## config.mk

```make
export PLATFORM = sky130hd
export DESIGN_NAME = button_press_decoder
export DESIGN_NICKNAME = d
export VERILOG_FILES = /design/src/rtl/button_press_decoder_pkg.sv /design/src/rtl/button_press_decoder.sv
export SDC_FILE = /design/constraint.sdc
export NUM_CORES = 1
export LEC_CHECK = 0
export ABC_AREA = 1
export BUFFER_PORTS_ARGS = -buffer_cell sky130_fd_sc_hd__buf_4
export CAP_MARGIN = 20
export CELL_PAD_IN_SITES_DETAIL_PLACEMENT = 1
export CELL_PAD_IN_SITES_GLOBAL_PLACEMENT = 2
export CORE_ASPECT_RATIO = 0.75
export CORE_UTILIZATION = 38
export DETAILED_ROUTE_END_ITERATION = 8
export PLACE_DENSITY_LB_ADDON = 0.25
export SYNTH_ARGS = -nofsm -noshare
export SYNTH_HDL_FRONTEND = slang
export SYNTH_SLANG_ARGS = --single-unit
```

## constraint.sdc

```tcl
create_clock -name i_Clk -period 5.9 [get_ports i_Clk]
set_input_delay 0 -clock i_Clk [delete_from_list [all_inputs] [get_ports i_Clk]]
set_output_delay 0 -clock i_Clk [all_outputs]
set_load 0.02 [all_outputs]
```

## src/rtl/button_press_decoder_pkg.sv

```systemverilog
// Shared alarm-clock definitions: button decoder state encoding and default
// 100 MHz timing constants reused by the time-set logic.
package button_press_decoder_pkg;

  typedef enum logic [1:0] {
    ST_IDLE      = 2'd0,
    ST_PRESSED   = 2'd1,
    ST_LONG_HELD = 2'd2
  } btn_state_t;

  localparam int unsigned DEF_LONG_PRESS_CYCLES = 100_000_000;  // 1 s
  localparam int unsigned DEF_REPEAT_CYCLES     = 20_000_000;   // 200 ms
  localparam int unsigned DEF_CNT_WIDTH         = 27;

  function automatic logic is_active(input btn_state_t s);
    return (s == ST_PRESSED) || (s == ST_LONG_HELD);
  endfunction

endpackage

```

## src/rtl/button_press_decoder.sv

```systemverilog
// Turns a debounced button level into press/release/short/long/repeat pulses.
// All outputs registered, one cycle after the sampling edge; no backpressure.
module button_press_decoder
  import button_press_decoder_pkg::*;
#(
  parameter int unsigned LONG_PRESS_CYCLES = DEF_LONG_PRESS_CYCLES,
  parameter int unsigned REPEAT_CYCLES     = DEF_REPEAT_CYCLES,
  parameter int unsigned CNT_WIDTH         = DEF_CNT_WIDTH
) (
  input  logic i_Clk,
  input  logic i_Rst_L,
  input  logic i_Enable,
  input  logic i_Signal,
  output logic o_Press,
  output logic o_Release,
  output logic o_Short,
  output logic o_Long,
  output logic o_Repeat,
  output logic o_Held
);

  localparam logic [CNT_WIDTH-1:0] LP_MAX = CNT_WIDTH'(LONG_PRESS_CYCLES);
  localparam logic [CNT_WIDTH-1:0] RP_MAX = CNT_WIDTH'(REPEAT_CYCLES);
  localparam logic [CNT_WIDTH-1:0] ONE    = CNT_WIDTH'(1);

  btn_state_t           r_state;
  logic                 r_prev;
  logic [CNT_WIDTH-1:0] r_hold_cnt;
  logic [CNT_WIDTH-1:0] r_rep_cnt;
  logic                 r_press, r_release, r_short, r_long, r_repeat, r_held;

  btn_state_t           w_state_nxt;
  logic [CNT_WIDTH-1:0] w_hold_nxt;
  logic [CNT_WIDTH-1:0] w_rep_nxt;
  logic [CNT_WIDTH-1:0] w_hold_inc;
  logic [CNT_WIDTH-1:0] w_rep_inc;
  logic                 w_rise;
  logic                 w_press, w_release, w_short, w_long, w_repeat, w_held;

  assign w_rise     = i_Signal & ~r_prev;
  assign w_hold_inc = r_hold_cnt + ONE;
  assign w_rep_inc  = r_rep_cnt + ONE;

  always_comb begin
    w_state_nxt = r_state;
    w_hold_nxt  = r_hold_cnt;
    w_rep_nxt   = r_rep_cnt;
    w_press     = 1'b0;
    w_release   = 1'b0;
    w_short     = 1'b0;
    w_long      = 1'b0;
    w_repeat    = 1'b0;
    if (!i_Enable) begin
      w_state_nxt = ST_IDLE;
      w_hold_nxt  = '0;
      w_rep_nxt   = '0;
    end else begin
      case (r_state)
        ST_IDLE: begin
          if (w_rise) begin
            w_state_nxt = ST_PRESSED;
            w_hold_nxt  = ONE;
            w_rep_nxt   = '0;
            w_press     = 1'b1;
          end
        end
        ST_PRESSED: begin
          if (i_Signal) begin
            // The counter leaves PRESSED on reaching LP_MAX, so it never wraps.
            w_hold_nxt = w_hold_inc;
            if (w_hold_inc == LP_MAX) begin
              w_state_nxt = ST_LONG_HELD;
              w_rep_nxt   = '0;
              w_long      = 1'b1;
              w_repeat    = 1'b1;
            end
          end else begin
            w_state_nxt = ST_IDLE;
            w_hold_nxt  = '0;
            w_release   = 1'b1;
            w_short     = 1'b1;
          end
        end
        ST_LONG_HELD: begin
          if (i_Signal) begin
            if (w_rep_inc == RP_MAX) begin
              w_rep_nxt = '0;
              w_repeat  = 1'b1;
            end else begin
              w_rep_nxt = w_rep_inc;
            end
          end else begin
            w_state_nxt = ST_IDLE;
            w_hold_nxt  = '0;
            w_rep_nxt   = '0;
            w_release   = 1'b1;
          end
        end
        default: begin
          w_state_nxt = ST_IDLE;
          w_hold_nxt  = '0;
          w_rep_nxt   = '0;
        end
      endcase
    end
    w_held = is_active(w_state_nxt);
  end

  // r_prev resets high so a button held through reset is not seen as a press.
  always_ff @(posedge i_Clk or negedge i_Rst_L) begin
    if (!i_Rst_L) begin
      r_state    <= ST_IDLE;
      r_prev     <= 1'b1;
      r_hold_cnt <= '0;
      r_rep_cnt  <= '0;
      r_press    <= 1'b0;
      r_release  <= 1'b0;
      r_short    <= 1'b0;
      r_long     <= 1'b0;
      r_repeat   <= 1'b0;
      r_held     <= 1'b0;
    end else begin
      r_state    <= w_state_nxt;
      r_prev     <= i_Signal;
      r_hold_cnt <= w_hold_nxt;
      r_rep_cnt  <= w_rep_nxt;
      r_press    <= w_press;
      r_release  <= w_release;
      r_short    <= w_short;
      r_long     <= w_long;
      r_repeat   <= w_repeat;
      r_held     <= w_held;
    end
  end

  assign o_Press   = r_press;
  assign o_Release = r_release;
  assign o_Short   = r_short;
  assign o_Long    = r_long;
  assign o_Repeat  = r_repeat;
  assign o_Held    = r_held;

endmodule

```

After elaboration in Yosys (flattened, before gate mapping)
Index checks and enable logic that the tools add are counted.
Cells by class
  $add $sub $neg: 2
  mux-type cells: 34
  eq/ne operators: 10
  reduce and logical (&&, ||, !) cells: 5
  bitwise gates (word level): 2
Operator list (number)
  $mux W27: 10
  $pmux W27 S3: 2
  $add A27 B1 Y27 const B: 2
  $eq A27 B25 Y1 const B: 1
  $eq A27 B27 Y1 const B: 1
  $mux W1: 15
  $ne A3 B3 Y1 const B: 4
  $mux W2: 5
  $pmux W2 S3: 1
  $eq A2 B1 Y1 const B: 2
  $eq A2 B2 Y1 const B: 2
  $reduce_and A3 Y1: 1
  $logic_not A2 Y1: 1
  $pmux W1 S2: 1
  $reduce_and A2 Y1: 1
  $reduce_or A2 Y1: 1
  $and A1 B1 Y1: 1
  $logic_or A1 B1 Y1: 1
  $not A1 Y1: 1
Storage, ports and cells
  word-level logic and storage cells: 63
  flip-flop bits (word level): 63

Longest topological paths before layout
Gate-level depths: netlist of run 1.
  depth in word-level cells: 8
  mapped depth: 18
  depth with buffers taken out: 18

Worst setup path after synthesis of run 1
No wires, ideal clock.
  path kind: register to register
  from: register r_hold_cnt[0]
  to: register r_rep_cnt[22]
  stages on the path, launching flop included: 18
  buffers on the path: 1
  slack: 3.770 ns
  data arrival time: 2.009 ns
  required time: 5.779 ns
  cells stage by stage: dfrtp_1 -> ha_1 -> nand2_2 -> nor2_4 -> nand2_2 -> nor2_4 -> nand2_1 -> nand2_1 -> nand2_1 -> nor2_1 -> nand3_1 -> nor2_2 -> nand2_1 -> nand3_2 -> nand2_4 -> buf_6 -> nor2_2 -> a21oi_2
Between the ends
  cells in the longest elaborated chain, start to end: 4
RTL lines
  start, declared: RTL line button_press_decoder.sv:28  | logic [CNT_WIDTH-1:0] r_hold_cnt;
  start signal, assigned: RTL line button_press_decoder.sv:125  | r_hold_cnt <= w_hold_nxt;
  $add A27 B1 Y27: RTL line button_press_decoder.sv:41  | assign w_hold_inc = r_hold_cnt + ONE;
  $eq A27 B27 Y1: RTL line button_press_decoder.sv:71  | if (w_hold_inc == LP_MAX) begin
  $ne A3 B3 Y1 (no line)
  $reduce_and A3 Y1 (no line)
  end signal, assigned: RTL line button_press_decoder.sv:126  | r_rep_cnt <= w_rep_nxt;
  end, declared: RTL line button_press_decoder.sv:29  | logic [CNT_WIDTH-1:0] r_rep_cnt;
No other way between the ends.
A chain may end at the register's enable or synchronous reset.

Final worst setup path of run 1
  from: register r_state[0]
  to: register r_hold_cnt[23]
Between the ends
  cells in the longest elaborated chain, start to end: 3
  elaborated cells on any way between the ends: 8
  classes of those cells: eq/ne: 4; mux: 2; reduce/logical: 2
RTL lines
  start, declared: RTL line button_press_decoder.sv:26  | btn_state_t r_state;
  start signal, assigned: RTL line button_press_decoder.sv:123  | r_state <= w_state_nxt;
  $eq A2 B2 Y1, or another cell as far along: RTL line button_press_decoder.sv:58  | case (r_state)
  $pmux W27 S3 / $ne A3 B3 Y1 (equally long branches)
  $mux W27 / $reduce_and A2 Y1 (equally long branches)
Several ways; a longest one is shown, not always the timed one.

==> Flow_metrics.wiki, run 1 <==
{| class="wikitable"
! Metric !! Value
|-
| Leading cell type by number of instances after synthesis || nand2_1
|-
| First-pass iteration count of the detailed router || 5
|-
| Cts bufs inserted || 9
|-
| HPWL reported at the end of detailed placement || 10,800 um
|-
| Average instance area after synthesis || 6.54 um2
|-
| Initial drt markers || 248
|-
| Floorplan die width || 127 um
|-
| Register area share after synthesis || 35.5%
|-
| Area of the multi-input gates || 2460 um2
|-
| Syn Std Cell Area || 4450 um2
|-
| Area enclosed by the die boundary || 12,100 um2
|-
| Routed met1 length || 7850 um
|-
| Power per unit of standard cell area || 222 nW/um2
|-
| Setup crit end kind || flip-flop
|-
| Time the worst path needs with I/O delays and setup || 4.18 ns
|-
| Average detailed-routed wire length per instance || 17.1 um
|-
| Synth top area share || 34.9%
|-
| CORE AREA || 11,100 um2
|-
| Detailed route wirelength on metal2 || 5740 um
|-
| Signed area change from the synthesized netlist to the final layout || 11.3%
|-
| Kind of path behind the tightest hold check || in -> async
|-
| Cell types with the highest counts after synthesis || nand2_1, nor2_1, inv_1, dfrtp_1, nand3_1
|-
| Proportion of total power due to net switching || 25.9%
|-
| Detailed route wirelength on metal3 || 589 um
|-
| Total congestion overflow after global routing || 0
|-
| Combinational Power Share || 8.2%
|-
| Maximum clock path buffer count || 2
|-
| GRT Total Usage || 25.6%
|-
| Most instantiated flip-flop cell in the synthesis netlist || dfrtp_1
|-
| Cell types with the largest area share after synthesis || dfrtp_1, nand2_1, nor2_1
|-
| Latest clock arrival within the worst-skew pair || 0.34 ns
|-
| Switching pwr || 284 uW
|-
| TritonCTS clock tree || done
|-
| I/O Buffers || 9
|-
| Routed Wire Length || 14,300 um
|-
| EDFF count, synth || 0
|-
| Achievable frequency || 239 MHz
|-
| Startpoint kind of the worst setup timing path || flip-flop
|-
| Leakage component of the power || 0.00216 uW
|-
| Maximum fanout count along the critical path || 26
|-
| Share of the cycle needed by the critical path after routing || 70.8%
|-
| Antenna violations before repair || 0
|-
| Worst setup startpoint || r_state[0]$_DFF_PN0_
|-
| Count of synthesis-stage warnings from yosys || 0
|-
| DRC violations left || 0
|-
| Number of library cell types mapped by synthesis || 38
|-
| Worst clock skew on the final layout || 0.00718 ns
|-
| Antenna-violating nets left || 0
|-
| Synthesized netlist net count || 690
|-
| Final core utilization || 44.4%
|-
| Internal Power || 815 uW
|-
| Total of max-cap violations || 0
|-
| Type of the worst setup path || reg -> reg
|-
| Number of instances in the synthesized netlist || 680
|-
| GP Congestion || 0.862
|-
| Number of flip-flops and latches in the synthesized netlist || 63
|-
| Number of global-route vias before repair || 4,489
|-
| Critical Path AT || 4.41 ns
|-
| Setup-violating endpoint count in the final report || 0
|-
| Cell accounting for the most synthesized area || dfrtp_1
|-
| N_diodes || 0
|-
| Largest stage delay on the critical path || 0.78 ns
|-
| Vias || 4,467
|-
| FF+latch area || 1580 um2
|-
| Number of top-level pins || 10
|-
| Relative contribution of the clock network to total power || 50.3%
|-
| Relative max-transition margin || 34.1%
|-
| Slew Limit Fails || 0
|-
| Setup repair bufs after CTS || 0
|-
| Post-synthesis async set-or-reset flop share || 100%
|-
| Clock Pin Slew Worst Setup and Hold Paths || 0.06 ns
|-
| Total negative slack for setup checks || 0 ns
|-
| Clock Sinks || 63
|-
| Post-layout nets || 702
|-
| Cell-by-cell trace of the critical path || inv_1, ha_1, nand2_1, inv_1, nand2_1, nand2_1, inv_1, nand2_1, nor2_1, inv_1, o22ai_1
|-
| Number of hold-slack violations in the final timing report || 0
|-
| Share of cells above drive strength 1 || 9.33%
|-
| H-tree Lvls || 3
|-
| Row count || 33
|-
| Maximum number of pins on one net before global-route repair || 64
|-
| Number of resized instances in the post-cts repair step || 0
|-
| Maximum VDD drop || 0.145 mV
|-
| Least-Margin Pin Slew || 0.984 ns
|-
| Seq pwr share || 41.6%
|-
| Root cell of the clock tree || clkbuf_16
|-
| Slowest cell on the critical path || nor2_1
|-
| Reg-to-Reg Start || r_state[0]$_DFF_PN0_
|-
| RSZ-0062 raised after global routing || no
|-
| Per-cell via count in the routed design || 5.34
|-
| Global-route wire length before repair || 23,700 um
|-
| Starting density of the core || 39.9%
|-
| Top sig layer || met4
|-
| Floorplan die height || 95.7 um
|-
| CP required || 6.13 ns
|-
| Fillers || 1,513
|-
| Result of the run || finished clean
|}
## layer usage
layer,GRT usage [%],vias to the layer above
li1,-,2173
met2,37.4,102
met3,4.26,11
met5,0,-
met1,38.9,2181
met4,6.15,0
## layout by cell type, fill, tap and decap left out, types with 2 or more instances in the layout
cell type and n:
a21oi_2 9, inv_2 2, nand2_2 4, a21oi_1 2
nor2_2 11, nand3b_1 2, xor2_1 11, and2_1 2
o21ai_2 5, nand3_1 55, clkbuf_16 9, nand2_1 227
nor2_1 92, or2_2 3, dfrtp_1 62, inv_1 88
o21ai_0 25, clkbuf_8 2, nor2_4 3, nand4_1 15
o21ai_1 3, xnor2_1 4, dlygate4sd3_1 3, nor3_1 13
o22ai_1 14, ha_1 6, buf_4 9, clkinv_2 3
## logic make-up (layout without fill, tap and decap cells)
group,count (synthesis),count (layout),share of synthesized area (%)
adder cells (fa/ha/maj),6,6,1.69
flip-flops,63,63,35.5
buffers and inverters,102,119,9.29
XOR/XNOR,15,15,2.95
AO/OA/AOI/OAI,61,61,8.61
AND/OR/NAND/NOR,433,433,42.0
## final timing paths
kind / cells after the start / end / slack (ns)
setup / recovery: 11 / r_hold_cnt[23]$_DFFE_PN0P_ / 1.72
hold / removal: 2 / r_hold_cnt[23]$_DFFE_PN0P_ / 0.32
setup reg to reg: 11 / r_hold_cnt[23]$_DFFE_PN0P_ / 1.72
hold reg to reg: 2 / r_rep_cnt[25]$_DFFE_PN0P_ / 0.52
max in group asynchronous: 2 / r_rep_cnt[24]$_DFFE_PN0P_ / 5.02
min in group i_Clk: 2 / r_prev$_DFF_PN1_ / 0.36
## power by group through the flow
stage                     Combinational [uW]  Clock, uW  Sequential, uW
final                                   89.8        552             457
after CTS                               90.7        558             457
after global routing                     101        576             459
after floorplan                         63.9          0             461
after detailed placement                88.7          0             464
after global placement                  84.9          0             464
## state kept, by name, summed over array words and instances, names as in the netlist
name / cells
o_Press: 1
o_Short: 1
o_Repeat: 1
r_prev: 1
o_Long: 1
o_Held: 1
r_hold_cnt: 27
r_state: 2
o_Release: 1
r_rep_cnt: 27
## worst max-delay path: cells and delay by family, from the launching register on
kind	cells	cell delay, ns
simple gates	5	1.78
buf+inv	4	1.39
fa+ha+maj	1	0.22
flops	1	0.40
compound gates	1	0.27
## area by class of cell
class,instances,area share [%]
sequential,63,31.9
multi-input combinational,515,49.6
clock buffer,12,5.18
inverter,91,6.90
clock inverter,4,0.910
timing repair buffer,12,1.97
tap,140,3.54
## stage by stage
step	worst slack [ns]	cells	power [uW]	hold slack (ns)	area (um2)
global route	1.38	837	1140	0.361	4950
CTS	1.78	837	1110	0.353	4950
floorplan	3.77	680	525	-0.296	4450
finish	1.72	837	1100	0.320	4950
global placement	1.99	818	549	0.152	4620
detailed placement	1.75	818	553	0.154	4620
## timing repair
item                                   CTS  global route
setup endpoints to repair                0             0
hold buffers                             3             0
endpoints found under the hold margin   66             0
Note: power is estimated with default switching activity, not from simulation.
==> run 2: changes to the inputs <==
Settings changed: CORE_UTILIZATION 38 to 32.
Clock period 5.9 ns to 3.5 ns, I/O delays scaled along.
==> Flow_metrics.wiki, run 2 (same netlist as run 1, synthesis figures left out) <==
{| class="wikitable"
! Metric !! Value
|-
| Result of the run || finished clean
|-
| Kind of path behind the tightest hold check || in -> async
|-
| DRC violations left || 0
|-
| CP dominant cell by count || nand2_1
|-
| Maximum number of pins on one net before global-route repair || 64
|-
| Power per unit of standard cell area || 364 nW/um2
|-
| Initial drt markers || 269
|-
| Per-cell via count in the routed design || 5.06
|-
| Cts bufs inserted || 9
|-
| Floorplan die height || 104 um
|-
| Critical Path AT || 3.32 ns
|-
| First-pass iteration count of the detailed router || 4
|-
| Average detailed-routed wire length per instance || 16.9 um
|-
| H-tree Lvls || 3
|-
| Time the worst path needs with I/O delays and setup || 3.06 ns
|-
| Number of hold-slack violations in the final timing report || 0
|-
| Number of global-route vias before repair || 4,361
|-
| Maximum VDD drop || 0.209 mV
|-
| Most used cells in the layout excluding fill and tap cells || nand2_1, nor2_1, inv_1, dfrtp_1, nand3_1
|-
| Root cell of the clock tree || clkbuf_16
|-
| Total congestion overflow after global routing || 0
|-
| Antenna-violating nets left || 0
|-
| CORE AREA || 13,300 um2
|-
| Leading cell type in the layout, fill and taps excluded || nand2_1
|-
| GRT Total Usage || 21.4%
|-
| Final core utilization || 37.7%
|-
| Slew Limit Fails || 0
|-
| Achievable frequency || 327 MHz
|-
| Depth of the worst register-to-register path || 17
|-
| GP Congestion || 0.903
|-
| I/O Buffers || 9
|-
| TritonCTS clock tree || done
|-
| Kind of cell adding the most delay to the critical path || simple AND/OR/NAND/NOR gates
|-
| Worst r2r dst || r_rep_cnt[18]$_DFFE_PN0P_
|-
| N_diodes || 0
|-
| Relative max-transition margin || 39.5%
|-
| CP required || 3.76 ns
|-
| Latest clock arrival within the worst-skew pair || 0.33 ns
|-
| Buf+Inv Stages, Crit Path || 0
|-
| Starting density of the core || 33.5%
|-
| Share of cells above drive strength 1 || 9.83%
|-
| Signed area change from the synthesized netlist to the final layout || 12.8%
|-
| Post-layout nets || 707
|-
| Routed Wire Length || 14,700 um
|-
| Clock Sinks || 63
|-
| Area enclosed by the die boundary || 14,400 um2
|-
| Vias || 4,416
|-
| Number of top-level pins || 10
|-
| Seq pwr share || 42.1%
|-
| Total negative slack for setup checks || 0 ns
|-
| Internal Power || 1360 uW
|-
| Setup-violating endpoint count in the final report || 0
|-
| Switching pwr || 471 uW
|-
| Relative contribution of the clock network to total power || 49.4%
|-
| Least-Margin Pin Slew || 0.907 ns
|-
| Antenna violations before repair || 0
|-
| Proportion of total power due to net switching || 25.8%
|-
| Cell-by-cell trace of the critical path || ha_1, nand2_2, nor2_4, nand2_2, nor2_4, nand2_1, nand2_1, nand3_1, nor2_1, nand2_1, nor2_2, nand2_1, nand3_2, nand2_4, nor2_8, nand3_1, nand2_1
|-
| Global-route wire length before repair || 24,100 um
|-
| Leakage component of the power || 0.00218 uW
|-
| Largest stage delay on the critical path || 0.42 ns
|-
| Maximum fanout count along the critical path || 45
|-
| Number of resized instances in the post-cts repair step || 0
|-
| Setup crit end kind || flip-flop
|-
| Worst clock skew on the final layout || 0.00803 ns
|-
| Row count || 36
|-
| RSZ-0062 raised after global routing || no
|-
| Type of the worst setup path || reg -> reg
|-
| Total power after layout || 1830 uW
|-
| Total of max-cap violations || 0
|-
| Combinational Power Share || 8.5%
|-
| Largest registers ranked by flip-flop count || r_hold_cnt x27, r_rep_cnt x27, r_state x2
|-
| Reg-to-Reg Start || r_hold_cnt[0]$_DFFE_PN0P_
|-
| Floorplan die width || 138 um
|-
| HPWL reported at the end of detailed placement || 11,500 um
|-
| Startpoint kind of the worst setup timing path || flip-flop
|-
| Share of the cycle needed by the critical path after routing || 87.3%
|-
| Maximum clock path buffer count || 2
|-
| R2R setup slack || 0.44 ns
|-
| Clock Pin Slew Worst Setup and Hold Paths || 0.06 ns
|-
| Slowest cell on the critical path || dfrtp_1
|}
## run 2: cell count changes in the layout (fill, tap and decap cells not counted), sizes merged
cell / change
buf: +5
## run 2: layer usage
metal | vias to the layer above | GRT usage, % | routed length (um)
met5 | - | 0 | 0
met2 | 96 | 29.3 | 5760
met4 | 0 | 3.61 | 82
li1 | 2183 | - | -
met3 | 9 | 4.28 | 788
met1 | 2128 | 34.2 | 8110
## run 2: power by group through the flow
stage	clock network [uW]	logic (uW)	registers, uW
final	903	155	769
after global routing	955	174	772
after CTS	933	157	769
after detailed placement	0	154	781
after global placement	0	151	781
after floorplan	0	108	778
## run 2: worst max path at each step
stage	from	end	slack, ns	depth (start not counted)
floorplan	r_hold_cnt[0]$_DFFE_PN0P_	r_rep_cnt[22]$_DFFE_PN0P_	1.37	17
global placement	r_hold_cnt[0]$_DFFE_PN0P_	r_rep_cnt[10]$_DFFE_PN0P_	0.50	17
detailed placement	r_hold_cnt[0]$_DFFE_PN0P_	r_rep_cnt[8]$_DFFE_PN0P_	0.47	17
CTS	r_hold_cnt[0]$_DFFE_PN0P_	r_rep_cnt[8]$_DFFE_PN0P_	0.43	17
global route	r_hold_cnt[0]$_DFFE_PN0P_	r_rep_cnt[11]$_DFFE_PN0P_	0.12	17
finish	r_hold_cnt[0]$_DFFE_PN0P_	r_rep_cnt[18]$_DFFE_PN0P_	0.44	17
## run 2: layout make-up
class / instances / area [um2]
clock buffer: 12 / 246
clock inverter: 4 / 45.0
fill: 1725 / 8270
inverter: 91 / 342
multi-input combinational: 515 / 2460
sequential: 63 / 1580
tap: 171 / 214
timing repair buffer: 17 / 135
## run 2: timing repair
action,CTS,global route
hold buffers,3,0
setup buffers,0,0
endpoints found under the hold margin,65,0
## run 2: per-stage QoR
| stage | setup slack, ns | cells | instance area [um2] | hold slack [ns] |
|---|---|---|---|---|
| detailed placement | 0.471 | 854 | 4690 | 0.159 |
| CTS | 0.435 | 873 | 5020 | 0.370 |
| finish | 0.444 | 873 | 5020 | 0.336 |
| global placement | 0.502 | 854 | 4690 | 0.154 |
| global route | 0.119 | 873 | 5020 | 0.377 |
| floorplan | 1.37 | 680 | 4450 | -0.296 |
==> run 3: changes to the inputs <==
Settings changed: CORE_UTILIZATION 32 to 25.
==> Flow_metrics.wiki, run 3 (same netlist as run 1, synthesis figures left out) <==
{| class="wikitable"
! Metric !! Value
|-
| Worst setup startpoint || r_hold_cnt[0]$_DFFE_PN0P_
|-
| Largest registers ranked by flip-flop count || r_hold_cnt x27, r_rep_cnt x27, r_state x2
|-
| Latest clock arrival within the worst-skew pair || 0.34 ns
|-
| Total of max-cap violations || 0
|-
| Share of cells above drive strength 1 || 9.69%
|-
| Leading cell type in the layout, fill and taps excluded || nand2_1
|-
| Area of the multi-input gates || 2460 um2
|-
| Share of the cycle needed by the critical path after routing || 86.4%
|-
| HPWL reported at the end of detailed placement || 11,500 um
|-
| Kind of path behind the tightest hold check || in -> async
|-
| Number of hold-slack violations in the final timing report || 0
|-
| GRT Total Usage || 17.4%
|-
| Routed Wire Length || 14,900 um
|-
| Vias || 4,338
|-
| Most used cells in the layout excluding fill and tap cells || nand2_1, nor2_1, inv_1, dfrtp_1, nand3_1
|-
| DRC violations left || 0
|-
| Post-layout nets || 707
|-
| CORE AREA || 17,100 um2
|-
| Initial drt markers || 265
|-
| Clock Sinks || 63
|-
| Cts bufs inserted || 9
|-
| Setup crit end kind || flip-flop
|-
| CP required || 3.78 ns
|-
| Number of global-route vias before repair || 4,344
|-
| Worst hold slack across all endpoints || 0.319 ns
|-
| RSZ-0062 raised after global routing || no
|-
| Fillers || 2,152
|-
| H-tree Lvls || 3
|-
| Total negative slack for setup checks || 0 ns
|-
| Antenna violations before repair || 0
|-
| Maximum clock path buffer count || 2
|-
| Row count || 41
|-
| Maximum VDD drop || 0.281 mV
|-
| FF+latch area || 1580 um2
|-
| Detailed route wirelength on metal3 || 503 um
|-
| Maximum fanout count along the critical path || 45
|-
| GP Congestion || 0.847
|-
| Floorplan die width || 156 um
|-
| TritonCTS clock tree || done
|-
| Slew Limit Fails || 0
|-
| Area enclosed by the die boundary || 18,300 um2
|-
| Average detailed-routed wire length per instance || 15.9 um
|-
| First-pass iteration count of the detailed router || 4
|-
| Root cell of the clock tree || clkbuf_16
|-
| Antenna-violating nets left || 0
|-
| Critical path destination || r_rep_cnt[8]$_DFFE_PN0P_
|-
| Per-cell via count in the routed design || 4.62
|-
| Achievable frequency || 331 MHz
|-
| Worst clock skew on the final layout || 0.0106 ns
|-
| Clock Pin Slew Worst Setup and Hold Paths || 0.06 ns
|-
| I/O Buffers || 9
|-
| Type of the worst setup path || reg -> reg
|-
| Startpoint kind of the worst setup timing path || flip-flop
|-
| Routed met1 length || 8660 um
|-
| Maximum number of pins on one net before global-route repair || 64
|-
| Global-route wire length before repair || 24,500 um
|-
| Leakage component of the power || 0.00217 uW
|-
| Setup-violating endpoint count in the final report || 0
|-
| Power per unit of standard cell area || 360 nW/um2
|-
| Reg-to-Reg Start || r_hold_cnt[0]$_DFFE_PN0P_
|-
| Least-Margin Pin Slew || 0.895 ns
|-
| Total congestion overflow after global routing || 0
|-
| Top sig layer || met4
|-
| Time the worst path needs with I/O delays and setup || 3.02 ns
|-
| Signed area change from the synthesized netlist to the final layout || 14.7%
|-
| Relative max-transition margin || 40.4%
|-
| Result of the run || finished clean
|-
| R2R setup slack || 0.48 ns
|-
| Worst r2r dst || r_rep_cnt[8]$_DFFE_PN0P_
|-
| Number of top-level pins || 10
|-
| Floorplan die height || 118 um
|-
| Starting density of the core || 26.0%
|-
| Depth of the worst register-to-register path || 17
|-
| N_diodes || 0
|-
| Critical Path AT || 3.30 ns
|-
| Detailed route wirelength on metal2 || 5620 um
|}
-- run 3: cell types whose count changed in the layout (fill, tap and decap cells not counted), sizes merged --
| cell | change |
|---|---|
| clkinv | -2 |
| clkinvlp | +1 |
| clkbuf | +1 |
-- run 3: worst max-delay path, cell delays in order (launching register included) --
cell and delay, ns:
dfrtp_1 0.42, ha_1 0.26, nand2_2 0.10, nor2_4 0.20
nand2_2 0.16, clkinv_1 0.13, nand3_1 0.07, nand2_1 0.14
nand3_1 0.09, nor2_1 0.14, nand2_1 0.10, nor2_2 0.13
nand2_1 0.10, nand3_2 0.09, nand2_4 0.34, nor2_8 0.29
nand3_1 0.10, nand2_1 0.07
-- run 3: stage by stage --
stage	power (uW)	instance area, um2	utilization, %	setup WS [ns]	instances
after global placement	934	4780	28.0	0.473	919
after floorplan	885	4450	-	1.37	680
after global routing	1920	5100	29.8	0.0190	938
after CTS	1870	5100	29.8	0.370	938
after detailed placement	937	4780	28.0	0.393	919
final	1830	5100	29.8	0.475	938
-- run 3: what timing repair did --
item	in CTS	in global routing
endpoints found under the hold margin	66	0
resized for setup	0	0
endpoints found under the setup margin	0	0
buffers inserted	0	0
hold buffers	3	0
-- run 3: worst min-delay path by stage --
stage / slack [ns] / startpoint / to / cells past startpoint
after floorplan: -0.30 / i_Rst_L / o_Held$_DFF_PN0_ / 0
after global placement: 0.16 / i_Signal / r_prev$_DFF_PN1_ / 1
after detailed placement: 0.16 / i_Signal / r_prev$_DFF_PN1_ / 1
after CTS: 0.34 / i_Signal / r_prev$_DFF_PN1_ / 2
after global routing: 0.37 / i_Signal / r_prev$_DFF_PN1_ / 2
final: 0.32 / i_Rst_L / r_hold_cnt[7]$_DFFE_PN0P_ / 2
-- run 3: cell type report --
type	count	area share, %
Inverter	91	6.70
Sequential cell	63	30.9
Clock buffer	13	4.91
Tap cell	236	5.79
Clock inverter	3	0.834
Timing Repair Buffer	17	2.65
Multi-Input combinational cell	515	48.2
-- run 3: per-layer routing --
metal | global-route usage, % | vias up
met5 | 0 | -
met4 | 4.04 | 0
met3 | 3.46 | 9
met2 | 22.4 | 53
met1 | 28.4 | 2092
li1 | - | 2184
-- run 3: power breakdown --
part	switching, uW	leakage (uW)	internal [uW]
clock network	340	0.000140	570
registers	20.2	0.000863	748
logic	115	0.00117	39.5
total	475	0.00217	1360
